<file path="config.mk">
export PLATFORM = sky130hd
export DESIGN_NAME = sdram_frame_arbiter
export DESIGN_NICKNAME = d
export VERILOG_FILES = /design/src/rtl/sdram_frame_arbiter.sv
export SDC_FILE = /design/constraint.sdc
export NUM_CORES = 1
export LEC_CHECK = 0
export ABC_AREA = 1
export BUFFER_PORTS_ARGS = -buffer_cell sky130_fd_sc_hd__buf_2
export CAP_MARGIN = 40
export CORE_MARGIN = 3
export CORE_UTILIZATION = 37
export CTS_CLUSTER_SIZE = 25
export DETAILED_ROUTE_END_ITERATION = 16
export PLACE_DENSITY = 0.64
export SYNTH_ARGS = -nofsm -noshare
export SYNTH_HDL_FRONTEND = slang
export SYNTH_SLANG_ARGS = --single-unit
</file>
<file path="constraint.sdc">
create_clock -name clk -period 3.4 [get_ports clk]
set_input_delay 0.68 -clock clk [delete_from_list [all_inputs] [get_ports clk]]
set_output_delay 0.68 -clock clk [all_outputs]
set_load 0.01 [all_outputs]
</file>
<file path="src/rtl/sdram_frame_arbiter.sv">
// sdram_frame_arbiter: shares one SDRAM request port between a streaming
// pixel writer (addresses generated here) and a random-access display reader.
// Reads win by fixed priority; a starvation counter forces a write grant once
// the writer has lost STARVE_LIMIT consecutive arbitration rounds.
//
// Handshake semantics (all interfaces): a transfer happens on a rising clock
// edge where valid and ready are both 1. Requesters hold valid and payload
// until accepted; wr_ready/rd_ready may only be 1 in IDLE and are never
// asserted while a memory request is outstanding. mem_valid, once raised,
// stays high with mem_we/mem_addr/mem_wdata unchanged until mem_ready.
module sdram_frame_arbiter #(
  parameter int ADDR_W       = 19,
  parameter int FRAME_PIXELS = 307200,
  parameter int STARVE_LIMIT = 16
) (
  input  logic              clk,
  input  logic              reset,
  input  logic              wr_valid,
  input  logic [7:0]        wr_data,
  input  logic              wr_sof,
  output logic              wr_ready,
  input  logic              rd_valid,
  input  logic [ADDR_W-1:0] rd_addr,
  output logic              rd_ready,
  output logic [7:0]        rd_data,
  output logic              rd_data_valid,
  output logic              frame_done,
  output logic              mem_valid,
  output logic              mem_we,
  output logic [ADDR_W-1:0] mem_addr,
  output logic [7:0]        mem_wdata,
  input  logic              mem_ready,
  input  logic [7:0]        mem_rdata,
  input  logic              mem_rdata_valid,
  output logic [1:0]        dbg_state
);

  localparam int SW = $clog2(STARVE_LIMIT + 1);
  localparam logic [SW-1:0]     STARVE_MAX = SW'(STARVE_LIMIT);
  localparam logic [ADDR_W-1:0] LAST_ADDR  = ADDR_W'(FRAME_PIXELS - 1);
  // Address following a start-of-frame pixel; a one-pixel frame wraps to 0.
  localparam logic [ADDR_W-1:0] SOF_NEXT   = (FRAME_PIXELS > 1) ? ADDR_W'(1) : '0;

  typedef enum logic [1:0] {
    S_IDLE = 2'd0,
    S_RD   = 2'd1,
    S_WR   = 2'd2
  } state_e;

  state_e              state_q, state_d;
  logic [SW-1:0]       starve_q, starve_d;
  logic [ADDR_W-1:0]   wr_addr_q, wr_addr_d;
  logic [ADDR_W-1:0]   req_addr_q, req_addr_d;
  logic [7:0]          req_data_q, req_data_d;
  logic                frame_done_q;
  logic [7:0]          rd_data_q;
  logic                rd_dv_q;

  logic                in_idle;
  logic                rd_grant;
  logic                wr_grant;

  // Grant selection: only in IDLE and never while reset is asserted.
  always_comb begin
    in_idle  = (state_q == S_IDLE);
    rd_grant = reset & in_idle & rd_valid & (~wr_valid | (starve_q < STARVE_MAX));
    wr_grant = reset & in_idle & wr_valid & ~rd_grant;
  end

  // Next-state, request latch, write pointer and starvation counter.
  always_comb begin
    state_d    = state_q;
    starve_d   = starve_q;
    wr_addr_d  = wr_addr_q;
    req_addr_d = req_addr_q;
    req_data_d = req_data_q;
    case (state_q)
      S_IDLE: begin
        if (rd_grant) begin
          state_d    = S_RD;
          req_addr_d = rd_addr;
          req_data_d = '0;
          if (wr_valid) begin
            starve_d = (starve_q == STARVE_MAX) ? STARVE_MAX : starve_q + 1'b1;
          end else begin
            starve_d = '0;
          end
        end else if (wr_grant) begin
          state_d    = S_WR;
          req_data_d = wr_data;
          starve_d   = '0;
          if (wr_sof) begin
            req_addr_d = '0;
            wr_addr_d  = SOF_NEXT;
          end else begin
            req_addr_d = wr_addr_q;
            wr_addr_d  = (wr_addr_q == LAST_ADDR) ? '0 : wr_addr_q + 1'b1;
          end
        end else begin
          starve_d = '0;
        end
      end
      S_RD, S_WR: begin
        if (mem_ready) state_d = S_IDLE;
      end
      default: state_d = S_IDLE;
    endcase
  end

  // Arbiter state and latched request; reset abandons any in-flight request.
  always_ff @(posedge clk or negedge reset) begin
    if (!reset) begin
      state_q    <= S_IDLE;
      starve_q   <= '0;
      wr_addr_q  <= '0;
      req_addr_q <= '0;
      req_data_q <= '0;
    end else begin
      state_q    <= state_d;
      starve_q   <= starve_d;
      wr_addr_q  <= wr_addr_d;
      req_addr_q <= req_addr_d;
      req_data_q <= req_data_d;
    end
  end

  // End-of-frame pulse and read-return pipeline stage (state independent).
  always_ff @(posedge clk or negedge reset) begin
    if (!reset) begin
      frame_done_q <= 1'b0;
      rd_data_q    <= '0;
      rd_dv_q      <= 1'b0;
    end else begin
      frame_done_q <= (state_q == S_WR) & mem_ready & (req_addr_q == LAST_ADDR);
      rd_data_q    <= mem_rdata;
      rd_dv_q      <= mem_rdata_valid;
    end
  end

  // Output mapping; write data is forced to 0 on reads.
  always_comb begin
    wr_ready      = wr_grant;
    rd_ready      = rd_grant;
    mem_valid     = (state_q != S_IDLE);
    mem_we        = (state_q == S_WR);
    mem_addr      = req_addr_q;
    mem_wdata     = mem_we ? req_data_q : 8'h00;
    frame_done    = frame_done_q;
    rd_data       = rd_data_q;
    rd_data_valid = rd_dv_q;
    dbg_state     = state_q;
  end

endmodule

</file>
==> metrics.md, run 1 <==
| Metric | Value |
|---|---|
| # IOs | 85 |
| Die area | 9820 um2 |
| Syn_nets | 432 |
| Critical Path AT | 2020 ps |
| Compound-Gate Fraction of Synth Area | 14.6% |
| Leak | 1.91 nW |
| Vias in the first global route | 2,746 |
| Hold Path Class | in2async |
| Gpl congestion | 0.839 |
| CORE AREA | 8300 um2 |
| First-pass GRT wire length | 13.0 mm |
| Die height | 99.1 um |
| # resized after CTS | 0 |
| Final Critical Period | 2700 ps |
| Top post-synthesis cells by count | nand2_1 (71), dfrtp_1 (63), inv_1 (50), o21ai_0 (38), nor2_1 (35) |
| Layout area overhead | 20.8% |
| Worst Reg-to-Reg Cells | 6 |
| Vias per Instance | 4.89 |
| Setup slack after placement | 676 ps |
| Worst clock skew | 10.5 ps |
| GRT Total Usage | 16.5% |
| Maxcap violations | 0 |
| Proportion of layout cells with a drive suffix above 1 | 25.8% |
| Final period utilization | 79.5% |
| Crit path kind | reg2out |
| Maximum clock insertion buffer count | 2 |
| Fin. max-slew vios | 0 |
| DRC | 0 |
| Initial Util | 38.6% |
| Mux cell area share after synthesis | 0% |
| Adder-cell area share of the yosys netlist | 1.95% |
| Seq/Total Area, Yosys | 49.2% |
| Initial antenna violation count | 0 |
| Diode count | 0 |
| Clk sinks | 63 |
| Startpoint Class | register |
| Run status | complete, no violations |
| Routed Antenna Nets | 0 |
| Yosys warns | 0 |
| Cells after synthesis | 385 |
| Postcts setup bufs | 0 |
| Simple-gate share of the synthesized area | 23.4% |
| Horiz. Die Dim | 99.1 um |
| Wirelength, routed | 7.87 mm |
| WL per Instance | 13.6 um |
| Largest net degree at the start of global routing | 53 |
| CTS Buf Count | 9 |
| # setup viols final | 0 |
| Hold Worst Slack | 242 ps |
| Worst vdd ir | 0.300 mV |
| Syn Std Cell Area | 3210 um2 |
| Worst-path clk slew | 70 ps |
| EDFF count, synth | 0 |
| Root Driver | clkbuf_8 |
| Slew @ Worst Pin | 651 ps |
| Setup WS post-layout | 697 ps |
| Most numerous cell in the Yosys netlist | nand2_1 |
| CTS tree | yes |
| Initial drt markers | 155 |
| Top cells by area, synth | dfrtp_1 (49%), nand2_1 (8.3%), o21ai_0 (5.9%), inv_1 (5.9%), a21oi_1 (5.0%) |
| Pwr per Cell Area | 706 nW/um2 |
| Fin area | 3870 um2 |
| Nets | 515 |
| Synth Register Bits | 63 |
| Detailed-placement wirelength estimate | 5.87 mm |
| Synth Area in XOR/XNOR | 1.91% |
| Post-synth ARST share | 100% |
| Share of the synthesized area in the top cell type | 49.2% |
| H-Tree Level Count | 3 |
| Fmax | 0.370 GHz |
| Crit path max fanout | 25 |
| Fin. Hold Viols | 0 |
| RSZ-0062 raised after global routing | false |
| Worst path required time | 2720 ps |
| Rows | 33 |
| Total grt overflow | 0 |
| Worst slew margin | 56.6% |
| Yosys cell types | 30 |
| Drt first pass iters | 4 |
| TNS Setup | 0 ps |
| Top_reg_cell synth | dfrtp_1 |
| Via count | 2,821 |
| CP Capture Type | output port |
| Worst-skew pair later-pin latency | 340 ps |
| Syn Area/Cell | 8.33 um2 |
| Main combinational cell family by area after synthesis | simple AND/OR/NAND/NOR gates |
| Port Buf Inserts | 84 |
| Cell taking the most area after synthesis | dfrtp_1 |
| Cell Area, Placed | 3690 um2 |
| CTS Hold Bufs | 0 |
[worst paths after layout]
check / end / start / slack, ps
worst max register to register: req_data_q[5] / dbg_state[0] / 800
worst min register to register: req_data_q[2] / req_data_q[2] / 500
max in group asynchronous: mem_addr[15] / reset / 2180
worst min-delay path: wr_addr_q[4] / reset / 240
worst max-delay path: wr_ready / dbg_state[0] / 700
min in group clk: rd_data[4] / mem_rdata[4] / 440
[area by class of cell]
class                   instances  area (um2)
repair buffers                 86         435
flip-flops and latches         63        1580
inverters                      53         204
clock buffers                  10         128
multi-input cells             255        1340
well taps                     105         131
clock inverters                 5        58.8
fillers                       856        4420
[cells by family (layout without fill, tap and decap cells)]
kind of cell	Yosys count	in the layout
fa+ha+maj	5	5
buf+inv	67	154
flops	63	63
simple gates	157	157
compound gates	86	86
xor+xnor	7	7
[worst max-delay path: stages, from the launching register on]
cell and delay [ps]:
dfrtp_1 400, inv_1 90, ha_1 410, nand3_4 150, inv_2 100, nand2_4 150, clkinv_4 210, buf_2 160
[registers in the layout, indices dropped and copies added, names as in the netlist]
signal and count:
rd_data_valid 1, frame_done 1, req_data_q 8, wr_addr_q 19, rd_data 8, mem_addr 19
dbg_state 2, starve_q 5
[layer usage]
metal / routed length [um] / vias up / share of wire (%) / GRT usage [%]
met5: 0 / - / 0 / 0
met4: 99 / 0 / 1.3 / 4.62
met2: 3680 / 84 / 47 / 26.4
met1: 3580 / 1311 / 45 / 21.8
li1: - / 1417 / - / -
met3: 516 / 9 / 6.6 / 4.98
[power by group]
| part | total [mW] | internal (mW) | switching (mW) |
|---|---|---|---|
| Sequential | 1.19 | 0.978 | 0.213 |
| Clock | 0.635 | 0.336 | 0.299 |
| Combinational | 0.911 | 0.351 | 0.560 |
[stage by stage]
| step | total power [mW] | utilization [%] | cells |
|---|---|---|---|
| after CTS | 2.76 | 46.7 | 577 |
| after detailed placement | 2.12 | 44.4 | 562 |
| after global placement | 2.10 | 44.4 | 562 |
| after global routing | 2.95 | 46.7 | 577 |
| after floorplan | 1.78 | - | 385 |
| final | 2.74 | 46.7 | 577 |
[layout by cell type (no fill, tap or decap)]
cell	count
a21oi_1	32
a22o_1	8
buf_2	84
buf_4	2
bufinv_16	1
clkbuf_1	1
clkbuf_8	9
clkinv_1	1
clkinv_2	1
clkinv_4	1
clkinvlp_4	2
dfrtp_1	63
ha_1	5
inv_1	50
inv_2	1
inv_6	1
nand2_1	71
nand2_2	2
nand2_4	1
nand3_1	19
nand3_2	1
nand3_4	1
nand4_1	5
nand4_4	1
nor2_1	35
nor2_2	10
nor2_4	3
nor2_8	1
nor3_1	5
nor4_1	2
o21ai_0	38
o21ai_1	3
o22ai_1	5
xor2_1	7
Note: power is estimated with default switching activity, not from simulation.
==> run 2: changes to the inputs <==
PLACE_DENSITY = 0.67   (was 0.64)
clock period = 2.41 ns   (was 3.4 ns; I/O delays follow)
==> run 2 against run 1 <==
Against the previous run: worst setup slack lost 530 ps; register-to-register slack worse by 310 ps; total power grew 43%; cell count up 0.87%; highest routed layer unchanged; die area stayed put; clock-buffer cell count is 1 lower; cell area grew 1.1%; largest cell class unchanged.
==> metrics.md, run 2 (synthesis gave the netlist of run 1 again) <==
| Metric | Value |
|---|---|
| Die area | 9820 um2 (unchanged) |
| Slew @ Worst Pin | 632 ps (-19.0 ps) |
| Worst-skew pair later-pin latency | 340 ps (about the same) |
| Maximum clock insertion buffer count | 2 (unchanged) |
| Die height | 99.1 um (unchanged) |
| H-Tree Level Count | 3 (unchanged) |
| Pwr per Cell Area | 999 nW/um2 (+41%) |
| Non-Filler Instances | 582 (+0.87%) |
| CTS tree | yes |
| Root Driver | clkbuf_8 |
| Run status | complete, no violations |
| R2R Setup Slk | 490 ps (-310 ps) |
| Total grt overflow | 0 (unchanged) |
| Clk sinks | 63 (unchanged) |
| Proportion of layout cells with a drive suffix above 1 | 26.8% (+0.99 points) |
| Horiz. Die Dim | 99.1 um (unchanged) |
| Leak | 1.94 nW (+1.5%) |
| Worst path required time | 1930 ps (-790 ps) |
| Worst Reg-to-Reg Cells | 10 (+4) |
| Diode count | 0 (unchanged) |
| Routed Antenna Nets | 0 (unchanged) |
| Layout area overhead | 22.2% |
| Worst-path clk slew | 80 ps (about the same) |
| Crit path buf inv count | 4 (unchanged) |
| Initial drt markers | 261 (+68%) |
| WL per Instance | 13.7 um (+0.16%) |
| # IOs | 85 (unchanged) |
| Maxcap violations | 0 (unchanged) |
| Crit path kind | reg2out |
| Rows | 33 (unchanged) |
| Port Buf Inserts | 84 (unchanged) |
| DRC | 0 (unchanged) |
| Fill cells | 813 (-5.0%) |
| Vias in the first global route | 2,874 (+4.7%) |
| Delay-heaviest family, CP | buffers and inverters |
| Max incr delay on CP | 390 ps (-20 ps) |
| Vias per Instance | 4.91 (+0.48%) |
| Worst flop-to-flop path startpoint | dbg_state[0] |
| Fin. max-slew vios | 0 (unchanged) |
| CTS Buf Count | 9 (unchanged) |
| Wirelength, routed | 7.95 mm (+1.0%) |
| Critical Path AT | 1760 ps (-260 ps) |
| Largest net degree at the start of global routing | 36 (-32%) |
| Detailed-placement wirelength estimate | 5.95 mm (+1.3%) |
| Inst Count DP | 566 (+0.71%) |
| Via count | 2,859 (+1.3%) |
| Reg2reg end | wr_addr_q[13] |
| Critical-path cell list | inv_1 > ha_1 > nand3_4 > inv_2 > nand2_4 > inv_8 > buf_2 |
| GRT Total Usage | 16.9% (+0.39 points) |
| Most frequent cells in the layout | buf_2 (84), nand2_1 (71), dfrtp_1 (63), inv_1 (50), o21ai_0 (38) |
| CTS Hold Bufs | 0 (unchanged) |
| Slowest-stage cell, CP | dfrtp_1 |
| TNS Setup | 0 ps (unchanged) |
| Worst slew margin | 57.9% (+1.2 points) |
| Fmax | 0.447 GHz |
| Cell Area, Placed | 3720 um2 (+0.81%) |
| Hold Path Class | in2async |
| Initial antenna violation count | 0 (unchanged) |
| Final period utilization | 92.9% |
| Gpl congestion | 0.905 (+7.9%) |
| Worst clock skew | 11.4 ps (+0.912 ps) |
| Crit path max fanout | 25 (unchanged) |
| Nets | 519 (+0.78%) |
| Startpoint Class | register |
| Drt first pass iters | 4 (unchanged) |
| RSZ-0062 raised after global routing | false |
| Initial Util | 38.6% (unchanged) |
| First-pass GRT wire length | 13.5 mm (+3.7%) |
| Fin area | 3920 um2 (+1.1%) |
| CORE AREA | 8300 um2 (unchanged) |
| Worst vdd ir | 0.337 mV (+12%) |
| CP Capture Type | output port |
| Total power | 3.91 mW (+43%) |
| # setup viols final | 0 (unchanged) |
| Commonest non-fill, non-tap cell in the layout | buf_2 |
| Fin. Hold Viols | 0 (unchanged) |
| Final Critical Period | 2240 ps |
-- run 2: cell types whose count changed in the layout (fill, tap and decap cells not counted), sizes merged --
| cell | change |
|---|---|
| buf | +4 |
| inv | +1 |
| clkbuf | -1 |
| clkinv | +1 |
-- run 2: through the flow --
step                      utilization, %  setup WS, ps  hold slack (ps)
after floorplan                        -           696              186
after global placement              44.8           495              482
after detailed placement            44.8           476              482
after CTS                           47.2           110              232
after global routing                47.2          44.8              226
final                               47.2           171              245
-- run 2: layer usage --
layer  track usage, %  wire (um)  vias up
met5                0          0        -
met2             26.2       3730       85
met1             22.8       3600     1334
met3             3.93        444       13
li1                 -          -     1427
met4             7.14        182        0
-- run 2: report_power, final --
part / total, mW / switching (mW) / internal, mW
sequential: 1.66 / 0.281 / 1.38
clock: 0.914 / 0.436 / 0.479
combinational: 1.34 / 0.816 / 0.522
total: 3.91 / 1.53 / 2.38
-- run 2: how the worst max path moves through the flow --
stage	startpoint	endpoint	slack, ps	depth (start not counted)
6_report	dbg_state[0]	wr_ready	170	7
5_1_grt	dbg_state[0]	wr_ready	40	7
4_1_cts	dbg_state[0]	wr_ready	110	7
3_5_place_dp	wr_valid	wr_ready	480	6
3_3_place_gp	wr_valid	wr_ready	490	6
2_1_floorplan	dbg_state[0]	wr_ready	700	8
-- run 2: what timing repair did --
action / CTS / global route
gates resized for setup: 0 / 1
buffers inserted: 0 / 0
setup endpoints to repair: 0 / 1
-- run 2: area by class of cell --
cell class / instances / area, um2 / share of cell area (%)
well taps: 105 / 131 / 3.35
multi-input cells: 255 / 1340 / 34.2
repair buffers: 90 / 465 / 11.9
flip-flops and latches: 63 / 1580 / 40.2
clock inverters: 7 / 72.6 / 1.85
inverters: 53 / 206 / 5.27
clock buffers: 9 / 124 / 3.16
==> run 3: changes to the inputs <==
PLACE_DENSITY = 0.64   (was 0.67)
clock period = 2.3 ns   (was 2.41 ns; I/O delays follow)
==> run 3 against run 2 <==
Against the previous run: sequential share of layout area fell by 0.73 points; cell area rose by 1.9%; critical path depth did not move; sequential power rose by 5%; routed wire length fell by 1.2%; register-to-register slack got worse by 20 ps.
==> metrics.md, run 3 (synthesis gave the netlist of run 1 again) <==
| Metric | Value |
|---|---|
| Initial Util | 38.6% (unchanged) |
| Critical-path cell list | inv_1 > ha_1 > nand3_4 > inv_2 > nand2_8 > clkinv_8 > buf_2 |
| Reg2reg end | req_data_q[0] |
| Routed Antenna Nets | 0 (unchanged) |
| Die area | 9820 um2 (unchanged) |
| Maximum clock insertion buffer count | 2 (unchanged) |
| Total power | 4.36 mW (+11%) |
| Vias per Instance | 4.93 (+0.45%) |
| Commonest non-fill, non-tap cell in the layout | buf_2 |
| Initial antenna violation count | 0 (unchanged) |
| Total grt overflow | 0 (unchanged) |
| Die height | 99.1 um (unchanged) |
| Slowest-stage cell, CP | dfrtp_1 |
| Run status | complete, no violations |
| Hold Startpoint | mem_rdata[5] |
| CTS tree | yes |
| Fin. max-slew vios | 0 (unchanged) |
| Most frequent cells in the layout | buf_2 (84), nand2_1 (71), dfrtp_1 (63), inv_1 (50), o21ai_0 (38) |
| Detailed-placement wirelength estimate | 5.80 mm (-2.4%) |
| H-Tree Level Count | 3 (unchanged) |
| Gpl congestion | 0.894 (-1.2%) |
| CTS Buf Count | 9 (unchanged) |
| Hold Path Class | in2reg |
| Wirelength, routed | 7.86 mm (-1.2%) |
| Final Critical Period | 2120 ps |
| Worst slew margin | 48.4% (-9.4 points) |
| Maxcap violations | 0 (unchanged) |
| Port Buf Inserts | 84 (unchanged) |
| Delay-heaviest family, CP | buffers and inverters |
| Horiz. Die Dim | 99.1 um (unchanged) |
| Worst clock skew | 11.4 ps (-0.0168 ps) |
| RSZ-0062 raised after global routing | false |
| Fill cells | 801 (-1.5%) |
| First-pass GRT wire length | 13.2 mm (-2.2%) |
| WL per Instance | 13.5 um (-1.2%) |
| Worst-path clk slew | 80 ps (about the same) |
| Drt first pass iters | 5 (+1) |
| CP Capture Type | output port |
| Fmax | 0.471 GHz |
| Pwr per Cell Area | 1090 nW/um2 (+9.4%) |
| Worst-skew pair later-pin latency | 340 ps (about the same) |
| Via count | 2,872 (+0.45%) |
| Critical Path AT | 1660 ps (-100 ps) |
| GRT Total Usage | 16.8% (-0.12 points) |
| Layout area overhead | 24.4% |
| Hold Crit Depth | 1 |
| TNS Setup | 0 ps (unchanged) |
| R2R Setup Slk | 470 ps (-20 ps) |
| CORE AREA | 8300 um2 (unchanged) |
| CTS Hold Bufs | 0 (unchanged) |
| Worst vdd ir | 0.374 mV (+11%) |
| Worst Reg-to-Reg Cells | 7 (-3) |
| Worst flop-to-flop path startpoint | dbg_state[0] |
| Diode count | 0 (unchanged) |
| DRC | 0 (unchanged) |
| Root Driver | clkbuf_8 |
| # IOs | 85 (unchanged) |
| Crit path kind | reg2out |
| Rows | 33 (unchanged) |
| Proportion of layout cells with a drive suffix above 1 | 26.8% (unchanged) |
| Max incr delay on CP | 390 ps (about the same) |
| # setup viols final | 0 (unchanged) |
| Crit path buf inv count | 4 (unchanged) |
| Final period utilization | 92.3% |
| Initial drt markers | 183 (-30%) |
| Slew @ Worst Pin | 774 ps (+142 ps) |
| Hold endpoint | rd_data[5] |
| Nets | 519 (unchanged) |
| Fin. Hold Viols | 0 (unchanged) |
| Worst path required time | 1840 ps (-90 ps) |
| Startpoint Class | register |
| Leak | 1.97 nW (+1.5%) |
| Clk sinks | 63 (unchanged) |
| Crit path max fanout | 25 (unchanged) |
| Largest net degree at the start of global routing | 64 (+78%) |
| Vias in the first global route | 2,740 (-4.7%) |
[run 3: cell types whose count changed in the layout (fill, tap and decap cells not counted)]
cell,previous run,this run
nand2_4,1,0
nand2_8,0,1
clkbuf_8,9,11
clkinv_2,2,1
clkinvlp_4,2,0
clkinv_8,0,1
inv_6,1,0
inv_8,1,0
bufinv_16,1,3
[run 3: metrics by stage]
step	instance area (um2)	instances	hold WS [ps]	setup slack (ps)	utilization [%]
after floorplan	3210	385	164	608	-
after global placement	3720	566	483	436	44.8
after detailed placement	3720	566	484	417	44.8
after CTS	3970	582	211	36.6	47.9
after global routing	3990	582	212	56.4	48.1
final	3990	582	226	176	48.1
[run 3: worst max-delay path by stage]
stage                 startpoint        to  slack, ps  cells past startpoint
floorplan           dbg_state[0]  wr_ready        610                      8
global placement        wr_valid  wr_ready        440                      6
detailed placement  dbg_state[0]  wr_ready        420                      7
CTS                 dbg_state[0]  wr_ready         40                      7
global route        dbg_state[0]  wr_ready         60                      7
finish              dbg_state[0]  wr_ready        180                      7
[run 3: layer usage]
layer / track usage, % / share of wire, %
met4: 6.09 / 1.6
met5: 0 / 0
met3: 3.09 / 5.4
met1: 21.8 / 46
met2: 28.0 / 47
[run 3: layout make-up]
class	instances	area (um2)	share of cell area (%)
inverter	53	211	5.30
tap	105	131	3.29
clock buffer	11	151	3.79
timing repair buffer	90	465	11.7
sequential	63	1580	39.5
clock inverter	5	104	2.60
multi-input combinational	255	1350	33.8
[run 3: power by group]
group | switching, mW | total (mW) | leakage, nW | internal [mW]
Clock | 0.439 | 1.22 | 0.130 | 0.780
Combinational | 0.854 | 1.40 | 1.04 | 0.547
Sequential | 0.294 | 1.74 | 0.806 | 1.45
Total | 1.59 | 4.36 | 1.97 | 2.77
[run 3: worst reg2reg max path: stages, from the launching register on]
cell and delay, ps:
dfrtp_1 390, inv_1 90, ha_1 230, buf_4 200
nand4_4 110, nand2_1 120, inv_1 280, a22o_1 290
[run 3: timing repair]
action / 4_1_cts / 5_1_grt
resized for setup: 0 / 3
endpoints found under the setup margin: 0 / 1
setup buffers: 0 / 0
